<file path="config.mk">
export PLATFORM = sky130hd
export DESIGN_NAME = ctrl_fsm
export DESIGN_NICKNAME = d
export VERILOG_FILES = /design/src/rtl/ctrl_fsm.sv
export SDC_FILE = /design/constraint.sdc
export NUM_CORES = 1
export LEC_CHECK = 0
export BUFFER_PORTS_ARGS = -buffer_cell sky130_fd_sc_hd__buf_4
export CAP_MARGIN = 0
export CORE_UTILIZATION = 35
export CTS_CLUSTER_DIAMETER = 150
export CTS_CLUSTER_SIZE = 8
export DETAILED_ROUTE_END_ITERATION = 6
export PLACE_DENSITY_LB_ADDON = 0.2
export SYNTH_ARGS = -nofsm -noshare
export SYNTH_HDL_FRONTEND = slang
export SYNTH_SLANG_ARGS = --single-unit
</file>
<file path="constraint.sdc">
create_clock -name clk -period 1.35 [get_ports clk]
set_input_delay 0.135 -clock clk [delete_from_list [all_inputs] [get_ports clk]]
set_output_delay 0.135 -clock clk [all_outputs]
set_load 0.1 [all_outputs]
</file>
<file path="src/rtl/ctrl_fsm.sv">
`default_nettype none
// ============================================================================
// Module      : ctrl_fsm
// Description : Multi-cycle processor control FSM. It sequences instruction
//               fetch, decode, execute, memory access and write-back, and
//               drives the datapath control strobes from these steps.
// Revision    : 1.0 - initial release
// ============================================================================
module ctrl_fsm (
    input  logic        clk,
    input  logic        rst_n,
    input  logic [31:0] mem_rdata,
    input  logic        mem_ready,
    input  logic        zf,
    output logic        mem_req,
    output logic        mem_we,
    output logic        iord,
    output logic        ir_we,
    output logic        mdr_we,
    output logic        pc_we,
    output logic [1:0]  pc_sel,
    output logic [5:0]  alu_op,
    output logic        alu_b_imm,
    output logic        reg_we,
    output logic        reg_dst_rd,
    output logic        wb_mem,
    output logic        illegal,
    output logic [2:0]  state
);

    // Opcode encodings shared with the ALU and the instruction set
    localparam logic [5:0] OP_JUMP = 6'h02;
    localparam logic [5:0] OP_BEQ  = 6'h04;
    localparam logic [5:0] OP_ADD  = 6'h20;
    localparam logic [5:0] OP_SUB  = 6'h22;
    localparam logic [5:0] OP_AND  = 6'h24;
    localparam logic [5:0] OP_OR   = 6'h25;
    localparam logic [5:0] OP_XOR  = 6'h26;
    localparam logic [5:0] OP_SLT  = 6'h2A;
    localparam logic [5:0] OP_LDW  = 6'h23;
    localparam logic [5:0] OP_SDW  = 6'h2B;

    localparam logic [1:0] PC_PLUS4  = 2'b00;
    localparam logic [1:0] PC_BRANCH = 2'b01;
    localparam logic [1:0] PC_ALU    = 2'b10;

    typedef enum logic [2:0] {
        S_RST    = 3'd0,
        S_FETCH  = 3'd1,
        S_DECODE = 3'd2,
        S_EXEC   = 3'd3,
        S_MEM    = 3'd4,
        S_WB     = 3'd5
    } state_t;

    state_t     state_q;
    state_t     state_d;
    logic [5:0] op_q;
    logic       w_legal;
    logic       unused_rdata;

    // Only the opcode field of the fetched word is consumed here
    assign unused_rdata = ^mem_rdata[25:0];
    assign state        = state_q;

    // Classify the latched opcode as a supported instruction
    always_comb begin
        w_legal = 1'b0;
        case (op_q)
            OP_LDW, OP_SDW, OP_BEQ, OP_ADD, OP_SUB,
            OP_AND, OP_OR, OP_XOR, OP_SLT, OP_JUMP: w_legal = 1'b1;
            default:                                w_legal = 1'b0;
        endcase
    end

    // Next-state and control-strobe decode from state, opcode, ready and zero flag
    always_comb begin
        state_d    = S_RST;
        mem_req    = 1'b0;
        mem_we     = 1'b0;
        iord       = 1'b0;
        ir_we      = 1'b0;
        mdr_we     = 1'b0;
        pc_we      = 1'b0;
        pc_sel     = PC_PLUS4;
        alu_op     = 6'd0;
        alu_b_imm  = 1'b0;
        reg_we     = 1'b0;
        reg_dst_rd = 1'b0;
        wb_mem     = 1'b0;
        illegal    = 1'b0;
        case (state_q)
            S_RST: begin
                state_d = S_FETCH;
            end
            S_FETCH: begin
                mem_req = 1'b1;
                alu_op  = OP_ADD;
                if (mem_ready) begin
                    // Latch the instruction and advance PC by 4 together
                    ir_we   = 1'b1;
                    pc_we   = 1'b1;
                    state_d = S_DECODE;
                end else begin
                    state_d = S_FETCH;
                end
            end
            S_DECODE: begin
                alu_op = OP_ADD;
                if (w_legal) begin
                    state_d = S_EXEC;
                end else begin
                    illegal = 1'b1;
                    state_d = S_FETCH;
                end
            end
            S_EXEC: begin
                alu_op = op_q;
                case (op_q)
                    OP_BEQ: begin
                        pc_we   = zf;
                        pc_sel  = PC_BRANCH;
                        state_d = S_FETCH;
                    end
                    OP_JUMP: begin
                        pc_we   = 1'b1;
                        pc_sel  = PC_ALU;
                        state_d = S_FETCH;
                    end
                    OP_LDW, OP_SDW: begin
                        alu_b_imm = 1'b1;
                        state_d   = S_MEM;
                    end
                    default: begin
                        state_d = S_WB;
                    end
                endcase
            end
            S_MEM: begin
                mem_req   = 1'b1;
                iord      = 1'b1;
                alu_op    = op_q;
                alu_b_imm = 1'b1;
                mem_we    = (op_q == OP_SDW);
                if (!mem_ready) begin
                    state_d = S_MEM;
                end else if (op_q == OP_SDW) begin
                    state_d = S_FETCH;
                end else begin
                    mdr_we  = 1'b1;
                    state_d = S_WB;
                end
            end
            S_WB: begin
                reg_we = 1'b1;
                alu_op = op_q;
                if (op_q == OP_LDW) begin
                    wb_mem    = 1'b1;
                    alu_b_imm = 1'b1;
                end else begin
                    reg_dst_rd = 1'b1;
                end
                state_d = S_FETCH;
            end
            default: begin
                state_d = S_RST;
            end
        endcase
    end

    // State and opcode registers; reset forces RST and a zero opcode immediately
    always_ff @(posedge clk or negedge rst_n) begin
        if (!rst_n) begin
            state_q <= S_RST;
            op_q    <= 6'd0;
        end else begin
            state_q <= state_d;
            if (ir_we) begin
                op_q <= mem_rdata[31:26];
            end
        end
    end

endmodule
`default_nettype wire

</file>
==> results of run 1 <==
[through the flow]
| step | std cells | setup WS, ns | util [%] | setup TNS [ns] | hold slack, ns |
|---|---|---|---|---|---|
| 3_5_place_dp | 154 | -0.159 | 71.9 | -2.55 | -0.0346 |
| 3_3_place_gp | 154 | -0.139 | 71.9 | -2.32 | -0.0360 |
| 4_1_cts | 169 | -0.352 | 95.4 | -6.26 | 0.0897 |
| 2_1_floorplan | 74 | -0.808 | - | -10.28 | -0.161 |
[timing repair]
item | in CTS
pin swaps | 16
hold endpoints to repair | 9
hold buffers | 1
setup buffers | 10
gates resized for setup | 79
setup endpoints to repair | 26
[synth_stat cells, drive strengths merged, types with 2 or more instances]
cell type and count:
o21ai 5, mux2 5, and2 5, dfrtp 9, a211oi 2, a21oi 3, and3 3, nor3 3
nor2b 2, nand2 7, nor2 9, o21bai 2, buf 5, inv 2
[kinds of logic after synthesis]
kind of cell | Yosys count | share of synthesized area, %
AND/OR/NAND/NOR | 36 | 32.7
AO/OA/AOI/OAI | 16 | 16.2
flip-flops | 9 | 32.8
buffers and inverters | 7 | 6.57
multiplexers | 5 | 10.4
XOR/XNOR | 1 | 1.28
==> impl_metrics.csv, run 1 <==
group,metric,value,unit
clock_tree,clkSinkCount,9,
logic_synthesis,synthArstFlopShare,100,%
logic_synthesis,avgSynthCellArea,9.27,µm²
logic_synthesis,synthCells,74,
logic_synthesis,ys_types,31,
logic_synthesis,synthesis.area,686,µm²
clock_tree,cts_root_buf,"clkbuf_4",
floorplanning,dieHeight,46.3,µm
clock_tree,numCtsBuffers,3,
logic_synthesis,ys_ff_latch,9,
floorplanning,initial_core_util,38.5,%
placed_design,gp_congestion,0.833,
timing,worst_path_end_type,"top-level output",
clock_tree,cts_buffer_depth,2,
logic_synthesis,synth_warnings,0,
logic_synthesis,synth-seq-area-share,32.8,%
placed_design,hpwlAfterDp,1640,µm
clock_tree,cts.htree.levels,1,
logic_synthesis,synth_flop_cell,"dfrtp_1",
timing,worst_endpoint,"wb_mem",
outcome,haltStage,"global routing (5_1_grt)",
logic_synthesis,synth.area.top_cells,"dfrtp_1 (33%), mux2_4 (8.8%), and2_1 (4.6%), nor2_1 (4.4%), nand2_1 (3.8%)",
outcome,status,"aborted with a tool error",
logic_synthesis,yosysTopAreaCell,"dfrtp_1",
placed_design,place_area,1280,µm²
global_route,grt_max_degree,10,
floorplanning,die_w,46.3,µm
floorplanning,pin_count,58,
logic_synthesis,synth_nets,110,
logic_synthesis,synth_edf_count,0,
outcome,error,"[ERROR DPL-0038] Utilization greater than 100%, impossible to legalize",
floorplanning,num_rows,15,
placed_design,port_buffers,31,
logic_synthesis,synth_top_cell_area_share,32.8,%
==> inputs of run 2 (changes only) <==
--- a/config.mk
+++ b/config.mk
@@ -7,11 +7,10 @@
 export LEC_CHECK = 0
 export BUFFER_PORTS_ARGS = -buffer_cell sky130_fd_sc_hd__buf_4
 export CAP_MARGIN = 0
-export CORE_UTILIZATION = 35
-export CTS_CLUSTER_DIAMETER = 150
-export CTS_CLUSTER_SIZE = 8
+export CORE_AREA = 2 2 63 65
 export DETAILED_ROUTE_END_ITERATION = 6
-export PLACE_DENSITY_LB_ADDON = 0.2
+export DIE_AREA = 0 0 65 67
+export PLACE_DENSITY_LB_ADDON = 0.15
 export SYNTH_ARGS = -nofsm -noshare
 export SYNTH_HDL_FRONTEND = slang
 export SYNTH_SLANG_ARGS = --single-unit
==> run 2 against run 1 <==
The flow now finishes, with violations (setup timing). Synthesized cell count is the same. Synthesized area unchanged.
==> impl_metrics.csv, run 2 <==
group,metric,value,unit
floorplanning,initial_core_util,19.0,%
cells_and_area,final_cell_mix,"buf_4 (33), buf_12 (23), buf_6 (13)",
timing,worst_slew_margin_rel,79.8,%
routing,vias,818,
cells_and_area,nFillCells,321,
floorplanning,num_rows,22,
cells_and_area,final_util,52.6,%
logic_synthesis,synth_commonest_cells,"dfrtp_1 (9), nor2_1 (8), nand2_1 (7), and2_1 (5), mux2_4 (4)",
global_route,grt_pass1_vias,867,
timing,clock.fmax,600,MHz
cells_and_area,area_growth,176,%
logic_synthesis,synthArstFlopShare,100,%
cells_and_area,largest_register_ffs,6,
logic_synthesis,synth.most_common_cell,"dfrtp_1",
logic_synthesis,synth_flop_cell,"dfrtp_1",
routing,firstDrtPassIters,3,
routing,drt_iter0_markers,11,
timing,rsz0062_at_grt,"yes",
clock_tree,clock_latency,0.23,ns
logic_synthesis,synth_nets,110,
worst_setup_path,cpMaxStageDelayCell,"dfrtp_4",
placed_design,place_area,1300,µm²
outcome,violations,"setup timing",
worst_setup_path,cpPeakStageDelay,0.52,ns
clock_tree,clkTransAtPathRegs,0.05,ns
floorplanning,dieHeight,67,µm
logic_synthesis,synth.area.top_cells,"dfrtp_1 (33%), mux2_4 (8.8%), and2_1 (4.6%), nor2_1 (4.4%), nand2_1 (3.8%)",
global_route,grt-ovfl-total,0,
cells_and_area,regMostFlops,"op_q",
timing,tightest_slew,0.301,ns
clock_tree,clkSinkCount,9,
logic_synthesis,synth_top_cell_area_share,32.8,%
logic_synthesis,synth-seq-area-share,32.8,%
job,maxCapViolCount,0,
worst_setup_path,path_buf_inv,1,
routing,viasPerCell,4.26,
outcome,status,"complete, but fails checks",
logic_synthesis,synthCells,74,
timing,setup_viol,27,
placed_design,port_buffers,31,
logic_synthesis,avgSynthCellArea,9.27,µm²
logic_synthesis,synth_warnings,0,
placed_design,gp_congestion,0.736,
worst_setup_path,ff2ff_path_depth,3,
worst_setup_path,cp.required,1.22,ns
timing,setup_slack,-0.318,ns
cells_and_area,finalNetCount,181,
logic_synthesis,synthesis.area,686,µm²
timing,hold_viol,0,
clock_tree,cts_buffer_depth,2,
timing,fin_crit_sh,124,%
worst_hold_path,whs_path_depth,3,
worst_hold_path,hold_class,"in2reg",
cells_and_area,num_antenna_cells,0,
logic_synthesis,synth_edf_count,0,
worst_setup_path,path_cells,"nand2_4 -> nor2_4 -> a221o_4 -> buf_12",
timing,period_needed,1.67,ns
worst_setup_path,crit_family,"flip-flops",
routing,ant_nets,0,
placed_design,hpwlAfterDp,1710,µm
clock_tree,cts_root_buf,"clkbuf_8",
cells_and_area,final_common_cell,"buf_4",
routing,wl,2310,µm
floorplanning,pin_count,58,
floorplanning,die_area,4360,µm²
routing,post_drt_wl_per_cell,12.0,µm
global_route,grt.total_usage,11.9,%
cells_and_area,drive_gt1_share,88.9,%
routing,drc_errors,0,
worst_setup_path,critPathArrivalTime,1.53,ns
worst_setup_path,critPathKind,"reg2out",
floorplanning,die_w,65,µm
logic_synthesis,ys_ff_latch,9,
clock_tree,cts.htree.levels,1,
worst_setup_path,cp.depth,4,
cells_and_area,finalInstanceArea,1900,µm²
global_route,grt_max_degree,10,
cells_and_area,regArea,240,µm²
clock_tree,cts_tree,"done",
clock_tree,numCtsBuffers,3,
cells_and_area,multi_input_area,659,µm²
global_route,grt_pass1_wl,3930,µm
timing,drv_slew,0,
floorplanning,core,3610,µm²
timing,skew,0.00289,ns
worst_setup_path,critPathCaptureType,"output port",
worst_setup_path,startpoint_type,"register",
logic_synthesis,yosysTopAreaCell,"dfrtp_1",
worst_setup_path,cp_max_fo,5,
logic_synthesis,ys_types,31,
global_route,antenna_found_initial,0,
run 2: cell counts after synthesis:
No cell type changed its count.
run 2: stage by stage:
| stage | setup slack, ns | hold WS (ns) | setup TNS, ns | std cells |
|---|---|---|---|---|
| 4_1_cts | -0.336 | 0.119 | -5.43 | 187 |
| 3_5_place_dp | -0.173 | -0.0324 | -2.26 | 174 |
| 6_report | -0.318 | 0.109 | -5.29 | 192 |
| 5_1_grt | -0.364 | 0.112 | -6.66 | 192 |
| 2_1_floorplan | -0.808 | -0.161 | -10.28 | 74 |
| 3_3_place_gp | -0.160 | -0.0335 | -2.03 | 174 |
run 2: kinds of logic after synthesis:
kind of cell	after synthesis	share of synthesized area [%]
AO/OA/AOI/OAI	16	16.2
AND/OR/NAND/NOR	36	32.7
multiplexers	5	10.4
flip-flops	9	32.8
buffers and inverters	7	6.57
XOR/XNOR	1	1.28
run 2: tightest hold or removal path, cell delays in order:
cell	delay, ns
buf_4	0.09
nand2_4	0.04
o21ai_2	0.04
run 2: layout make-up:
| cell class | instances | share of cell area, % |
|---|---|---|
| timing repair buffer | 71 | 46.4 |
| multi-input combinational | 58 | 34.8 |
| sequential | 9 | 12.7 |
| tap | 48 | 3.17 |
| clock buffer | 4 | 2.38 |
| inverter | 2 | 0.594 |
run 2: metal layers:
layer	global-route usage (%)	vias to the layer above	routed length, µm
met5	0	-	0
met4	3.19	0	29
met3	3.72	4	124
met2	20.0	25	1150
met1	14.6	385	1000
li1	-	404	-
run 2: repair_timing:
action                                  in CTS  in global routing
hold buffers                                 1                  0
gates cloned                                 0                  0
pin swaps                                   20                 18
buffers inserted                             9                  5
endpoints found under the setup margin      25                 30
gates resized for setup                     82                 25
hold endpoints to repair                     9                  0
run 2: path summary, 6_finish.rpt:
check | slack, ns | to | startpoint
worst max-delay path | -0.32 | alu_b_imm | state[1]
worst min register to register | 0.66 | op_q[1] | op_q[1]
min in group asynchronous | 0.26 | state[1] | rst_n
worst max register to register | -0.12 | op_q[5] | state[2]
worst min-delay path | 0.11 | op_q[4] | mem_rdata[30]
max in group asynchronous | 0.93 | state[0] | rst_n
Power of run 2 is not shown: default switching activity piles up to over one toggle a cycle in this logic, so the estimate is an artifact.
